<file path="config.mk">
export PLATFORM = sky130hd
export DESIGN_NAME = minibyte_cpu_gen
export DESIGN_NICKNAME = d
export VERILOG_FILES = /design/src/rtl/minibyte_cpu_gen.sv
export SDC_FILE = /design/constraint.sdc
export NUM_CORES = 1
export LEC_CHECK = 0
export ABC_CLOCK_PERIOD_IN_PS = 7200
export CORE_MARGIN = 4
export CORE_UTILIZATION = 58
export DETAILED_ROUTE_END_ITERATION = 10
export PLACE_DENSITY = 0.91
export SLEW_MARGIN = 20
export SYNTH_ARGS = -nofsm -noshare
export SYNTH_HDL_FRONTEND = slang
export SYNTH_SLANG_ARGS = --single-unit
</file>
<file path="constraint.sdc">
create_clock -name clk_in -period 7.2 [get_ports clk_in]
set_input_delay 1.08 -clock clk_in [delete_from_list [all_inputs] [get_ports clk_in]]
set_output_delay 1.08 -clock clk_in [all_outputs]
set_load 0.01 [all_outputs]
</file>
<file path="src/rtl/minibyte_cpu_gen.sv">
// Minibyte accumulator CPU, parametrised: A/M/PC/IR datapath on one shared memory/IO bus
// with a ready handshake, one maskable interrupt with RTI return, and HLT.
module minibyte_cpu_gen #(
    parameter int                DATA_W    = 8,
    parameter int                ADDR_W    = 8,
    parameter logic [ADDR_W-1:0] RESET_VEC = '0,
    parameter logic [ADDR_W-1:0] IRQ_VEC   = '1
) (
    input  logic              clk_in,
    input  logic              rst_in,
    input  logic [DATA_W-1:0] data_in,
    input  logic              ready_in,
    input  logic              irq_in,
    output logic [ADDR_W-1:0] addr_out,
    output logic [DATA_W-1:0] data_out,
    output logic              we_out,
    output logic              drive_out,
    output logic              halt_out,
    output logic              irq_ack_out
);

    localparam logic [3:0] OP_NOP = 4'h0;
    localparam logic [3:0] OP_LDI = 4'h1;
    localparam logic [3:0] OP_LDA = 4'h2;
    localparam logic [3:0] OP_STA = 4'h3;
    localparam logic [3:0] OP_ADD = 4'h4;
    localparam logic [3:0] OP_SUB = 4'h5;
    localparam logic [3:0] OP_AND = 4'h6;
    localparam logic [3:0] OP_OR  = 4'h7;
    localparam logic [3:0] OP_XOR = 4'h8;
    localparam logic [3:0] OP_JMP = 4'h9;
    localparam logic [3:0] OP_JZ  = 4'hA;
    localparam logic [3:0] OP_JN  = 4'hB;
    localparam logic [3:0] OP_RTI = 4'hC;
    localparam logic [3:0] OP_HLT = 4'hD;

    typedef enum logic [2:0] {
        S_FETCH = 3'd0,
        S_OPER  = 3'd1,
        S_EXEC  = 3'd2,
        S_IRQ   = 3'd3,
        S_HALT  = 3'd4
    } state_t;

    state_t            r_state;
    state_t            w_state_nxt;
    logic [ADDR_W-1:0] r_pc;
    logic [ADDR_W-1:0] r_epc;
    logic [DATA_W-1:0] r_a;
    logic [DATA_W-1:0] r_m;
    logic [3:0]        r_ir;
    logic              r_z;
    logic              r_n;
    logic              r_ez;
    logic              r_en;
    logic              r_ie;

    logic [3:0]        w_op;
    logic [3:0]        w_fetch_op;
    logic [DATA_W-1:0] w_res;
    logic              w_exec_done;
    logic              w_irq_take;

    function automatic logic is_two_word(input logic [3:0] op);
        is_two_word = !(op == OP_NOP || op == OP_RTI || op == OP_HLT ||
                        op == 4'hE   || op == 4'hF);
    endfunction

    function automatic logic uses_bus(input logic [3:0] op);
        uses_bus = (op == OP_LDA || op == OP_STA || op == OP_ADD || op == OP_SUB ||
                    op == OP_AND || op == OP_OR  || op == OP_XOR);
    endfunction

    function automatic logic [DATA_W-1:0] alu_op(input logic [3:0]        op,
                                                 input logic [DATA_W-1:0] a,
                                                 input logic [DATA_W-1:0] b);
        case (op)
            OP_ADD:  alu_op = a + b;
            OP_SUB:  alu_op = a - b;
            OP_AND:  alu_op = a & b;
            OP_OR:   alu_op = a | b;
            OP_XOR:  alu_op = a ^ b;
            default: alu_op = b;
        endcase
    endfunction

    // IR keeps only the opcode field; the low bits of the instruction word carry no meaning.
    assign w_op       = r_ir;
    assign w_fetch_op = data_in[DATA_W-1 -: 4];
    assign w_irq_take = irq_in & r_ie;
    assign w_res      = (w_op == OP_LDI) ? r_m : alu_op(w_op, r_a, data_in);

    assign data_out  = r_a;
    assign drive_out = we_out;

    always_comb begin
        w_state_nxt = r_state;
        addr_out    = r_pc;
        we_out      = 1'b0;
        halt_out    = 1'b0;
        irq_ack_out = 1'b0;
        w_exec_done = 1'b0;
        case (r_state)
            S_FETCH: begin
                if (ready_in)
                    w_state_nxt = is_two_word(w_fetch_op) ? S_OPER : S_EXEC;
            end
            S_OPER: begin
                if (ready_in)
                    w_state_nxt = S_EXEC;
            end
            S_EXEC: begin
                addr_out    = r_m[ADDR_W-1:0];
                we_out      = (w_op == OP_STA);
                w_exec_done = uses_bus(w_op) ? ready_in : 1'b1;
                if (w_exec_done) begin
                    if (w_op == OP_HLT)
                        w_state_nxt = S_HALT;
                    else
                        w_state_nxt = w_irq_take ? S_IRQ : S_FETCH;
                end
            end
            S_IRQ: begin
                irq_ack_out = 1'b1;
                w_state_nxt = S_FETCH;
            end
            S_HALT: begin
                halt_out = 1'b1;
                if (w_irq_take)
                    w_state_nxt = S_IRQ;
            end
            default: w_state_nxt = S_FETCH;
        endcase
    end

    // Reset drops any access in flight: state returns to FETCH so we_out falls on that edge.
    always_ff @(posedge clk_in) begin
        if (rst_in) begin
            r_state <= S_FETCH;
            r_pc    <= RESET_VEC;
            r_epc   <= '0;
            r_a     <= '0;
            r_m     <= '0;
            r_ir    <= '0;
            r_z     <= 1'b0;
            r_n     <= 1'b0;
            r_ez    <= 1'b0;
            r_en    <= 1'b0;
            r_ie    <= 1'b1;
        end else begin
            r_state <= w_state_nxt;
            case (r_state)
                S_FETCH: begin
                    if (ready_in) begin
                        r_ir <= w_fetch_op;
                        r_pc <= r_pc + 1'b1;
                    end
                end
                S_OPER: begin
                    if (ready_in) begin
                        r_m  <= data_in;
                        r_pc <= r_pc + 1'b1;
                    end
                end
                S_EXEC: begin
                    if (w_exec_done) begin
                        case (w_op)
                            OP_LDI, OP_LDA, OP_ADD, OP_SUB, OP_AND, OP_OR, OP_XOR: begin
                                r_a <= w_res;
                                r_z <= (w_res == '0);
                                r_n <= w_res[DATA_W-1];
                            end
                            OP_JMP: r_pc <= r_m[ADDR_W-1:0];
                            OP_JZ:  if (r_z) r_pc <= r_m[ADDR_W-1:0];
                            OP_JN:  if (r_n) r_pc <= r_m[ADDR_W-1:0];
                            OP_RTI: begin
                                r_pc <= r_epc;
                                r_z  <= r_ez;
                                r_n  <= r_en;
                                r_ie <= 1'b1;
                            end
                            default: ;
                        endcase
                    end
                end
                S_IRQ: begin
                    r_epc <= r_pc;
                    r_ez  <= r_z;
                    r_en  <= r_n;
                    r_pc  <= IRQ_VEC;
                    r_ie  <= 1'b0;
                end
                default: ;
            endcase
        end
    end

endmodule

</file>
# Word-level counts from Yosys, hierarchy flattened
# Cells that the tools add are included.
word_totals:
  out_inout_bits: 20
  ff_bits: 44
  wordCells: 101
  in_bits: 12
classes:
  eq_ne: 31
  reduce_logical: 25
  muxes: 27
  n_bitwise: 4
  n_addsub: 3
ops:
  columns: ["op", "n"]
  rows:
  - ["$mux 8", 6]
  - ["$eq 4x4->1 const B", 10]
  - ["$pmux 8 s5", 1]
  - ["$pmux 8 s4", 1]
  - ["$pmux 8 s3", 1]
  - ["$eq 4x3->1 const B", 4]
  - ["$mux 3", 5]
  - ["$pmux 3 s4", 1]
  - ["$logic_or 1x1->1", 10]
  - ["$ne 2x2->1 const B", 5]
  - ["$reduce_and 3->1", 3]
  - ["$add 8x1->8 const B", 1]
  - ["$add 8x8->8", 1]
  - ["$and 8x8->8", 1]
  - ["$eq 4x2->1 const B", 2]
  - ["$logic_not 8->1", 1]
  - ["$or 8x8->8", 1]
  - ["$sub 8x8->8", 1]
  - ["$xor 8x8->8", 1]
  - ["$mux 1", 7]
  - ["$reduce_or 7->1", 1]
  - ["$eq 3x2->1 const B", 2]
  - ["$ne 3x3->1 const B", 2]
  - ["$pmux 1 s2", 3]
  - ["other kinds (15)", 19]

# Longest topological paths before layout
# Gate-level depths: netlist of run 1.
depth:
  ltp_word: 11
  ltp_mapped: 13
  ltp_nobuf: 12

# Worst setup path before layout of run 1
# OpenSTA, ideal clock, no wires.
synth_timing:
  path_kind: "input -> register"
  startpoint: "input port data_in[4]"
  endpoint: "register r_z"
  slack_ps: 3989
  n_path_buf: 1
  setup_time_ps: 116
  t_required_ps: 7084
  t_arrival_ps: 3095
  path_stages: 12
  cell_sequence: "clkbuf_1 -> inv_1 -> a31oi_1 -> xnor2_1 -> ha_1 -> or3b_2 -> a21oi_1 -> a31oi_1 -> o22ai_1 -> a22o_1 -> nor3_1 -> a31o_1"
synth_between:
  elab_chain_cells: 5
  word_cells_on_any_way: 9
  classes_between: "add/sub: 2; mux: 3; bitwise: 3; reduce/logical: 1"
synth_lines:
  columns: ["element", "line_no", "rtl"]
  rows:
  - ["from (decl)", "11", "input logic [DATA_W-1:0] data_in,"]
  - ["$sub 8x8->8 (tied with other cells)", "79", "OP_SUB: alu_op = a - b;"]
  - ["$pmux 8 s5 (*)", "77", "case (op)"]
  - ["$mux 8 (*)", "91", "assign w_res = (w_op == OP_LDI) ? r_m : alu_op(w_op, r_a, data_in);"]
  - ["$logic_not 8->1 (*)", "170", "r_z <= (w_res == '0);"]
  - ["$pmux 1 s2 (*)", "167", "case (w_op)"]
  - ["to (signal assigned)", "170", null]
  - ["to (signal assigned)", "178", "r_z <= r_ez;"]
  - ["to (decl)", "52", "logic r_z;"]
# Mark *: on every way between the ends. The rest lies on a longest branch, timed or not.
# A chain may end at the register's enable or synchronous reset.

# Worst setup path after layout of run 1
layout_timing:
  startpoint: "register r_ir[2]"
  endpoint: "register r_z"
layout_between:
  elab_chain_cells: 10
  word_cells_on_any_way: 24
  classes_between: "eq/ne: 9; mux: 5; reduce/logical: 10"
layout_lines:
  columns: ["element", "line_no", "rtl"]
  rows:
  - ["from (decl)", "51", "logic [3:0] r_ir;"]
  - ["from (signal assigned)", "155", "r_ir <= w_fetch_op;"]
  - ["parallel branches: the longest is 10 deep, another holds $pmux 8 s5", null, null]
# Parallel ways; which one is timed is not known.

==> results of run 1 <==
-- where the power goes --
part           internal [mW]  switching (mW)  total [mW]  leakage, nW
logic                  0.148           0.195       0.343         1.01
registers              0.267          0.0437       0.311        0.357
clock network          0.105          0.0975       0.202       0.0548
-- worst min path at each step --
stage,start,endpoint,slack [ps],cells past startpoint
2_1_floorplan,r_epc[0],r_epc[0],430,2
3_3_place_gp,r_epc[0],r_epc[0],440,2
3_5_place_dp,r_en,r_en,450,2
4_1_cts,r_en,r_en,460,2
5_1_grt,r_epc[6],r_epc[6],490,2
6_report,r_epc[4],r_epc[4],460,2
-- logic make-up after synthesis --
kind of cell | Yosys count | synth area share [%]
compound gates | 133 | 23.8
xor+xnor | 10 | 2.46
fa+ha+maj | 26 | 9.36
buf+inv | 62 | 8.05
flops | 44 | 24.8
mux | 26 | 7.67
simple gates | 166 | 23.9
-- sequential cells by signal, indices dropped and copies added, names as in the netlist --
register / count
r_z: 1
r_epc: 8
r_ez: 1
r_ie: 1
r_m: 8
r_pc: 8
r_ir: 4
r_state: 3
data_out: 8
r_en: 1
r_n: 1
-- routing by layer --
layer	track usage, %	wire length [um]	vias to the layer above
met2	43.4	4570	183
met1	36.7	4240	1637
met5	0	0	-
met4	11.5	356	0
li1	-	-	1672
met3	4.66	914	33
-- synth_stat cells, types with 2 or more instances --
| cell type | count | share of area, % |
|---|---|---|
| buf_6 | 3 | 0.95 |
| mux2i_1 | 16 | 4.5 |
| xnor2_1 | 9 | 2.2 |
| inv_1 | 25 | 2.6 |
| nor4bb_1 | 3 | 0.84 |
| or3b_1 | 2 | 0.49 |
| nand2b_1 | 14 | 2.5 |
| a32o_1 | 6 | 1.7 |
| nor4b_1 | 3 | 0.74 |
| o21ai_0 | 19 | 2.7 |
| buf_2 | 16 | 2.3 |
| mux2_2 | 10 | 3.2 |
| o21ai_1 | 2 | 0.28 |
| a22oi_1 | 2 | 0.42 |
| nor2_1 | 35 | 3.7 |
| and2_1 | 2 | 0.35 |
| dfxtp_1 | 44 | 25 |
| a21oi_1 | 55 | 7.7 |
| o31a_1 | 2 | 0.49 |
| and3_1 | 3 | 0.53 |
| nor3b_1 | 3 | 0.63 |
| a31oi_1 | 6 | 1.1 |
| nand3_1 | 8 | 1.1 |
| o41ai_1 | 2 | 0.49 |
| nor2b_1 | 6 | 1.1 |
| nor3_1 | 6 | 0.84 |
| nor4b_2 | 2 | 0.84 |
| a211oi_1 | 11 | 2.3 |
| buf_4 | 3 | 0.63 |
| nand2_1 | 65 | 6.9 |
| ha_1 | 25 | 8.8 |
| and2b_1 | 2 | 0.42 |
| o22ai_1 | 5 | 0.88 |
| o211ai_1 | 6 | 1.3 |
| clkbuf_1 | 13 | 1.4 |
| a221oi_1 | 4 | 0.98 |
-- critical path: cells and delay by family (launching register included) --
family / cells / cell delay (ps)
fa+ha+maj: 1 / 430
flops: 1 / 910
simple gates: 4 / 1310
compound gates: 4 / 710
mux: 1 / 440
-- layout make-up --
type                    count  share of cell area, %
clock buffers               5                   1.75
clock inverters             3                   1.18
inverters                  26                   2.49
multi-input cells         361                   61.1
flip-flops and latches     44                   22.4
well taps                  75                   2.39
repair buffers             35                   8.67
-- per-stage QoR --
stage	hold slack, ps	cells	util, %	cell area [um2]
global route	495	549	66.3	3920
floorplan	433	467	-	3560
CTS	463	549	66.2	3920
detailed placement	450	541	64.2	3800
global placement	441	541	64.2	3800
finish	462	549	66.3	3920
==> impl_metrics.py, run 1 <==
metrics = {
    "sta": {
        "skew_ps": 13.3,
        "fmax_mhz": 257,
        "rsz0062_at_grt": "no",
        "tightest_slew_ps": 977,
        "final.setup.worst_slack_ps": 3310,
        "hold_violations": 0,
        "setup_viol": 0,
        "slew_violations": 0,
        "setup-tns-final_ps": 0,
        "period_needed_ps": 3890,
        "min_period_over_period_pct": 54.1,
        "relSlewSlack_pct": 34.5,
    },
    "die": {
        "die_w_um": 86.3,
        "dieArea_mm2": 0.00745,
        "fp-row-count": 28,
        "start_util_pct": 60.1,
        "core_mm2": 0.00592,
        "io_pins": 32,
        "die_h_um": 86.3,
    },
    "layout": {
        "final_common_cell": "nand2_1",
        "final_cell_mix": "nand2_1, a21oi_1, dfxtp_1",
        "nFillCells": 501,
        "drive_above_1_share_pct": 7.17,
        "antenna_cells": 0,
        "multi_input_area_mm2": 0.00240,
        "final-seq-area_um2": 881,
        "nNetsFinal": 511,
        "syn2layout_area_growth_pct": 10.3,
    },
    "status": {
        "status": "complete, no violations",
    },
    "pwr": {
        "peakVddDrop_v": 0.000161,
        "p_leak_nw": 1.43,
        "powerDensity_mw_per_mm2": 218,
        "p_total_mw": 0.856,
    },
    "logic_synthesis": {
        "ys_ff_latch": 44,
        "syn_avg_cell_area_um2": 7.62,
        "synth_cell_type_count": 65,
        "ys_seq_area_share_pct": 24.8,
        "synth_fp_nets": 505,
        "syn-cell-area_mm2": 0.00356,
        "ys.flop_type": "dfxtp_1",
        "synth_edf_count": 0,
        "synthArstFlopShare_pct": 0,
        "synthCells": 467,
        "synth_warnings": 0,
    },
    "place": {
        "dp_hpwl_um": 7160,
        "place.gp.congestion": 0.992,
        "pre_cts_ws_ps": 3100,
        "port_buffers": 31,
    },
    "worst_setup_path": {
        "worst_path_max_delay_cell": "dfxtp_1",
        "r2r-end": "r_z",
        "crit_fanout": 27,
        "cp_cell_sequence": "nor4bb_2 > mux2_2 > fa_1 > nand2b_1 > a21oi_1 > nand3_1 > o211ai_1 > o21ai_0 > nor4b_2 > a31o_1",
        "cpPeakStageDelay_ps": 910,
        "crit_start": "r_ir[2]",
        "r2r_start": "r_ir[2]",
        "crit_type": "flip-flop to flip-flop",
        "cp.arrival_ps": 4110,
        "critPathCaptureType": "flip-flop",
        "cp_data_required_time_ps": 7420,
        "crit_path_start_kind": "flip-flop",
        "r2r_cells": 10,
        "ff2ff_setup_slack_ps": 3310,
        "crit_path_end": "r_z",
    },
    "grt": {
        "first_global_vias": 3300,
        "grt_max_degree": 46,
        "grt_pass1_wl_um": 16200,
        "antenna_found_initial": 0,
        "grt_remaining_overflow": 0,
        "grt_usage_pct": 27.3,
    },
    "worst_hold_path": {
        "min_path_type": "flip-flop to flip-flop",
    },
    "drt": {
        "drt-pass1-iter-count": 8,
        "drt_iter0_drc": 436,
        "vias": 3525,
        "postRouteAntennaNets": 0,
        "drc": 0,
        "wl_per_cell_um": 18.4,
        "totalWireLength_um": 10100,
        "viasPerCell": 6.42,
    },
    "clocking": {
        "clk_path_buf_depth": 2,
        "clk_pin_slew_ps": 100,
        "post_cts_resized": 0,
        "cts_tree": "yes",
        "insertion_delay_ps": 310,
        "cts_sinks": 44,
        "holdBufCountCts": 0,
        "cts_root_buf": "clkbuf_8",
        "ctsHtreeMaxLevel": 2,
        "cts_setup_buffers": 0,
        "cts_buffers": 5,
    },
    "job": {
        "maxCapViolCount": 0,
    },
}
Power figures use the tool's default switching activity.
==> run 2, diff against run 1 <==
Settings changed: ABC_CLOCK_PERIOD_IN_PS 7200 to 3900.
Clock period 7.2 ns to 3.9 ns, I/O delays scaled along.
==> run 2 against run 1 <==
Worst hold slack about the same; critical path depth increased by 2; register-to-register slack got worse by 2300 ps; critical path type is now input pin to flip-flop.
==> impl_metrics.py, run 2 (synthesis gave the netlist of run 1 again) <==
metrics = {
    "layout": {
        "drive_above_1_share_pct": 8.51,
        "final_common_cell": "nand2_1",
        "nFillCells": 486,
        "final-seq-area_um2": 881,
        "finish.instance_area_mm2": 0.00398,
        "syn2layout_area_growth_pct": 12.0,
        "nNetsFinal": 519,
        "antenna_cells": 0,
        "final_cell_mix": "nand2_1, a21oi_1, dfxtp_1",
        "multi_input_area_mm2": 0.00239,
    },
    "die": {
        "io_pins": 32,
        "core_mm2": 0.00592,
        "fp-row-count": 28,
        "start_util_pct": 60.1,
        "dieArea_mm2": 0.00745,
        "die_h_um": 86.3,
        "die_w_um": 86.3,
    },
    "pwr": {
        "switching_share_pct": 38.3,
        "p_sw_mw": 0.612,
        "seqPwrFrac_pct": 34.9,
        "p_clk_share_pct": 23.9,
        "p_total_mw": 1.60,
        "comb_power_share_pct": 41.2,
        "powerDensity_mw_per_mm2": 401,
        "intPower_mw": 0.985,
        "peakVddDrop_v": 0.000359,
        "p_leak_nw": 1.47,
    },
    "drt": {
        "drc": 0,
        "totalWireLength_um": 10100,
        "vias": 3542,
        "wl_per_cell_um": 18.1,
        "drt_iter0_drc": 352,
        "viasPerCell": 6.36,
        "postRouteAntennaNets": 0,
        "drt-pass1-iter-count": 7,
    },
    "place": {
        "dp_hpwl_um": 7340,
        "place.gp.congestion": 1.03,
        "port_buffers": 31,
        "place_area_mm2": 0.00386,
    },
    "clocking": {
        "cts_setup_buffers": 0,
        "ctsHtreeMaxLevel": 2,
        "cts_sinks": 44,
        "insertion_delay_ps": 300,
        "cts_tree": "yes",
        "cts_root_buf": "clkbuf_8",
        "clk_path_buf_depth": 2,
        "clk_pin_slew_ps": 90,
        "post_cts_resized": 0,
        "holdBufCountCts": 0,
        "cts_buffers": 5,
    },
    "grt": {
        "grt_usage_pct": 28.1,
        "grt_max_degree": 34,
        "grt_pass1_wl_um": 16700,
        "antenna_found_initial": 0,
        "first_global_vias": 3345,
        "grt_remaining_overflow": 0,
    },
    "sta": {
        "min_period_over_period_pct": 83.3,
        "rsz0062_at_grt": "no",
        "setup_viol": 0,
        "period_needed_ps": 3250,
        "slew_violations": 0,
        "relSlewSlack_pct": 51.0,
        "holdWs_ps": 461,
        "tightest_slew_ps": 732,
        "setup-tns-final_ps": 0,
        "skew_ps": 6.86,
        "fmax_mhz": 308,
        "hold_violations": 0,
    },
    "worst_setup_path": {
        "ff2ff_setup_slack_ps": 1030,
        "cp.arrival_ps": 3500,
        "cp_data_required_time_ps": 4150,
        "crit_type": "input pin to flip-flop",
        "crit_path_start_kind": "input pin",
        "critPathCaptureType": "flip-flop",
        "crit_fanout": 6,
    },
    "status": {
        "status": "complete, no violations",
    },
    "job": {
        "maxCapViolCount": 0,
    },
    "worst_hold_path": {
        "min_path_type": "flip-flop to flip-flop",
    },
}
==> run 2: area by class of cell <==
class / count / area share, %
multi-input combinational: 361 / 60.0
sequential: 44 / 22.1
timing repair buffer: 43 / 10.1
inverter: 26 / 2.45
tap: 75 / 2.36
clock buffer: 6 / 2.07
clock inverter: 2 / 0.974
==> run 2: power groups by stage <==
stage	Clock, mW	Sequential [mW]	Combinational (mW)
final	0.381	0.558	0.658
after global routing	0.402	0.566	0.726
after floorplan	0	0.545	0.490
after global placement	0	0.562	0.629
after detailed placement	0	0.565	0.646
after CTS	0.385	0.555	0.651
==> run 2: critical path, cell delays in order <==
cell,delay [ps]
clkdlybuf4s50_1,610
inv_1,110
ha_1,280
mux2_2,280
fa_1,420
xnor2_1,140
a22oi_1,170
o211ai_1,110
o311ai_1,130
nand4b_1,200
nor4b_2,290
a31o_1,170
==> run 2: per-stage QoR <==
| step | setup slack (ps) | instances | util (%) |
|---|---|---|---|
| 4_1_cts | 674 | 557 | 67.3 |
| 3_5_place_dp | 358 | 549 | 65.2 |
| 6_report | 651 | 557 | 67.3 |
| 2_1_floorplan | 1120 | 467 | - |
| 5_1_grt | 473 | 557 | 67.3 |
| 3_3_place_gp | 430 | 549 | 65.2 |
==> run 2: path summary, 6_finish.rpt <==
kind               from  endpoint  cells after the start
max reg2reg     r_ir[2]       r_z                     11
min            r_epc[0]  r_epc[0]                      2
max          data_in[1]       r_z                     12
min reg2reg    r_epc[0]  r_epc[0]                      2
==> run 2: metal layers <==
layer	share of wire (%)	wire, um	GRT usage [%]	vias up
li1	-	-	-	1688
met1	42	4220	38.1	1645
met2	46	4670	45.3	182
met3	9.0	911	4.37	27
met4	2.7	269	10.3	0
met5	0	0	0	-
==> run 3, diff against run 2 <==
Settings changed: ABC_CLOCK_PERIOD_IN_PS 3900 to 2700, CORE_UTILIZATION 58 to 53, PLACE_DENSITY 0.91 to 0.88.
Clock period 3.9 ns to 2.7 ns, I/O delays scaled along.
==> run 3 against run 2 <==
The run now ends with negative setup slack left; count of clock-buffer cells in the layout unchanged; core utilization increased by 0.57 points; sequential power increased by 44%; worst hold slack improved by 3.0 ps; power increased by 50%; non-clock buffer count increased by 34; via count increased by 8.0%; cell count increased by 6.5%; wire length increased by 5.1%; first-iteration DRC count increased by 21%; combinational power increased by 66%; critical endpoint unchanged; highest routed layer unchanged.
==> impl_metrics.py, run 3 (synthesis gave the netlist of run 1 again) <==
metrics = {
    "drt": {
        "vias": 3825,
        "drt_iter0_drc": 426,
        "drt-pass1-iter-count": 6,
        "viasPerCell": 6.45,
        "wl_per_cell_um": 17.8,
        "totalWireLength_um": 10600,
        "drc": 0,
        "postRouteAntennaNets": 0,
    },
    "worst_setup_path": {
        "r2r-end": "r_z",
        "ff2ff_setup_slack_ps": -110,
        "crit_path_start_kind": "flip-flop",
        "cp.arrival_ps": 3060,
        "r2r_cells": 11,
        "cpPeakStageDelay_ps": 530,
        "crit_type": "flip-flop to flip-flop",
        "worst_path_max_delay_cell": "fa_2",
        "crit_buf_inv": 1,
        "cp_data_required_time_ps": 2950,
        "critPathCaptureType": "flip-flop",
        "crit_fanout": 5,
        "r2r_start": "r_ir[3]",
        "cp_cell_sequence": "nor4bb_4 > buf_6 > mux2_4 > fa_2 > nand2_1 > a31oi_1 > o22ai_1 > o311ai_2 > nand4b_1 > nor4b_2 > a31o_1",
        "crit_family": "simple AND/OR/NAND/NOR gates",
    },
    "worst_hold_path": {
        "min-delay-start": "r_en",
        "min_to": "r_en",
        "whs_path_depth": 2,
        "min_path_type": "flip-flop to flip-flop",
    },
    "sta": {
        "setup-tns-final_ps": -107,
        "slew_violations": 0,
        "setup_viol": 1,
        "holdWs_ps": 464,
        "fmax_mhz": 356,
        "final.setup.worst_slack_ps": -107,
        "min_period_over_period_pct": 104,
        "relSlewSlack_pct": 54.7,
        "skew_ps": 6.79,
        "hold_violations": 0,
        "rsz0062_at_grt": "yes",
        "tightest_slew_ps": 670,
        "period_needed_ps": 2810,
    },
    "die": {
        "die_h_um": 89.9,
        "die_w_um": 89.9,
        "core_mm2": 0.00642,
        "start_util_pct": 55.4,
        "fp-row-count": 29,
        "io_pins": 32,
        "dieArea_mm2": 0.00809,
    },
    "grt": {
        "grt_max_degree": 34,
        "grt_usage_pct": 25.3,
        "first_global_vias": 3555,
        "antenna_found_initial": 0,
        "grt_pass1_wl_um": 17100,
        "grt_remaining_overflow": 0,
    },
    "clocking": {
        "insertion_delay_ps": 300,
        "clk_pin_slew_ps": 80,
        "cts_buffers": 5,
        "ctsHtreeMaxLevel": 2,
        "holdBufCountCts": 0,
        "cts_root_buf": "clkbuf_8",
        "cts_sinks": 44,
        "cts_tree": "yes",
        "clk_path_buf_depth": 2,
    },
    "pwr": {
        "p_leak_nw": 1.67,
        "p_sw_mw": 0.919,
        "intPower_mw": 1.48,
        "comb_power_share_pct": 45.5,
        "peakVddDrop_v": 0.000478,
        "p_clk_share_pct": 21.0,
        "seqPwrFrac_pct": 33.5,
        "powerDensity_mw_per_mm2": 551,
        "switching_share_pct": 38.3,
    },
    "place": {
        "port_buffers": 31,
        "place.gp.congestion": 0.931,
        "dp_hpwl_um": 7630,
    },
    "status": {
        "status": "complete, but fails checks",
        "violations": "negative setup slack",
    },
    "layout": {
        "antenna_cells": 0,
        "nNetsFinal": 553,
        "final_cell_mix": "nand2_1, a21oi_1, buf_4",
        "drive_above_1_share_pct": 18.4,
        "final_common_cell": "nand2_1",
        "syn2layout_area_growth_pct": 22.5,
    },
    "job": {
        "maxCapViolCount": 0,
    },
}
-- run 3: worst max-delay path by stage --
stage / slack (ps) / start / end / cells after the start
6_report: -110 / r_ir[3] / r_z / 11
5_1_grt: -200 / r_ir[1] / r_z / 11
4_1_cts: -90 / r_ir[1] / r_z / 11
3_5_place_dp: -470 / data_in[0] / r_z / 13
3_3_place_gp: -380 / data_in[0] / r_z / 13
2_1_floorplan: 10 / r_ir[1] / r_z / 13
-- run 3: stage by stage --
step                      util [%]  instances  total power, mW  setup slack (ps)  cell area, um2
final                         67.9        593             2.40              -107            4360
after CTS                     66.5        594             2.35             -87.1            4270
after floorplan                  -        467             1.50              12.9            3580
after global placement        64.4        584             1.79              -383            4130
after detailed placement      64.4        584             1.83              -471            4130
after global routing          67.9        593             2.54              -205            4360
-- run 3: worst reg2reg max path, cell delays in order, from the launching register on --
cell	delay [ps]
dfxtp_1	340
nor4bb_4	280
buf_6	170
mux2_4	320
fa_2	530
nand2_1	60
a31oi_1	230
o22ai_1	130
o311ai_2	100
nand4b_1	180
nor4b_2	240
a31o_1	170
-- run 3: layer usage --
metal  GRT usage [%]  up-vias  share of wire (%)  wire (um)
li1                -     1760                  -          -
met1            32.2     1801                 41       4350
met3            4.51       45                7.8        826
met5               0        -                  0          0
met4            10.3        0                3.4        363
met2            42.3      219                 48       5040
-- run 3: layout make-up --
class / count / area (um2)
Clock buffer: 6 / 72.6
Clock inverter: 2 / 35.0
Fill cell: 509 / 2060
Inverter: 26 / 97.6
Multi-Input combinational cell: 361 / 2520
Sequential cell: 44 / 883
Tap cell: 77 / 96.3
Timing Repair Buffer: 77 / 657
-- run 3: repair_timing --
item,4_1_cts,5_1_grt
endpoints found under the setup margin,5,9
pin swaps,9,7
gates resized for setup,8,22
setup buffers,2,0
-- run 3: power by group through the flow --
stage               logic [mW]  clock network [mW]  registers, mW
floorplan                0.716                   0          0.787
CTS                       1.04               0.509          0.798
finish                    1.09               0.504          0.805
global route              1.19               0.541          0.813
detailed placement        1.02                   0          0.812
global placement         0.981                   0          0.809
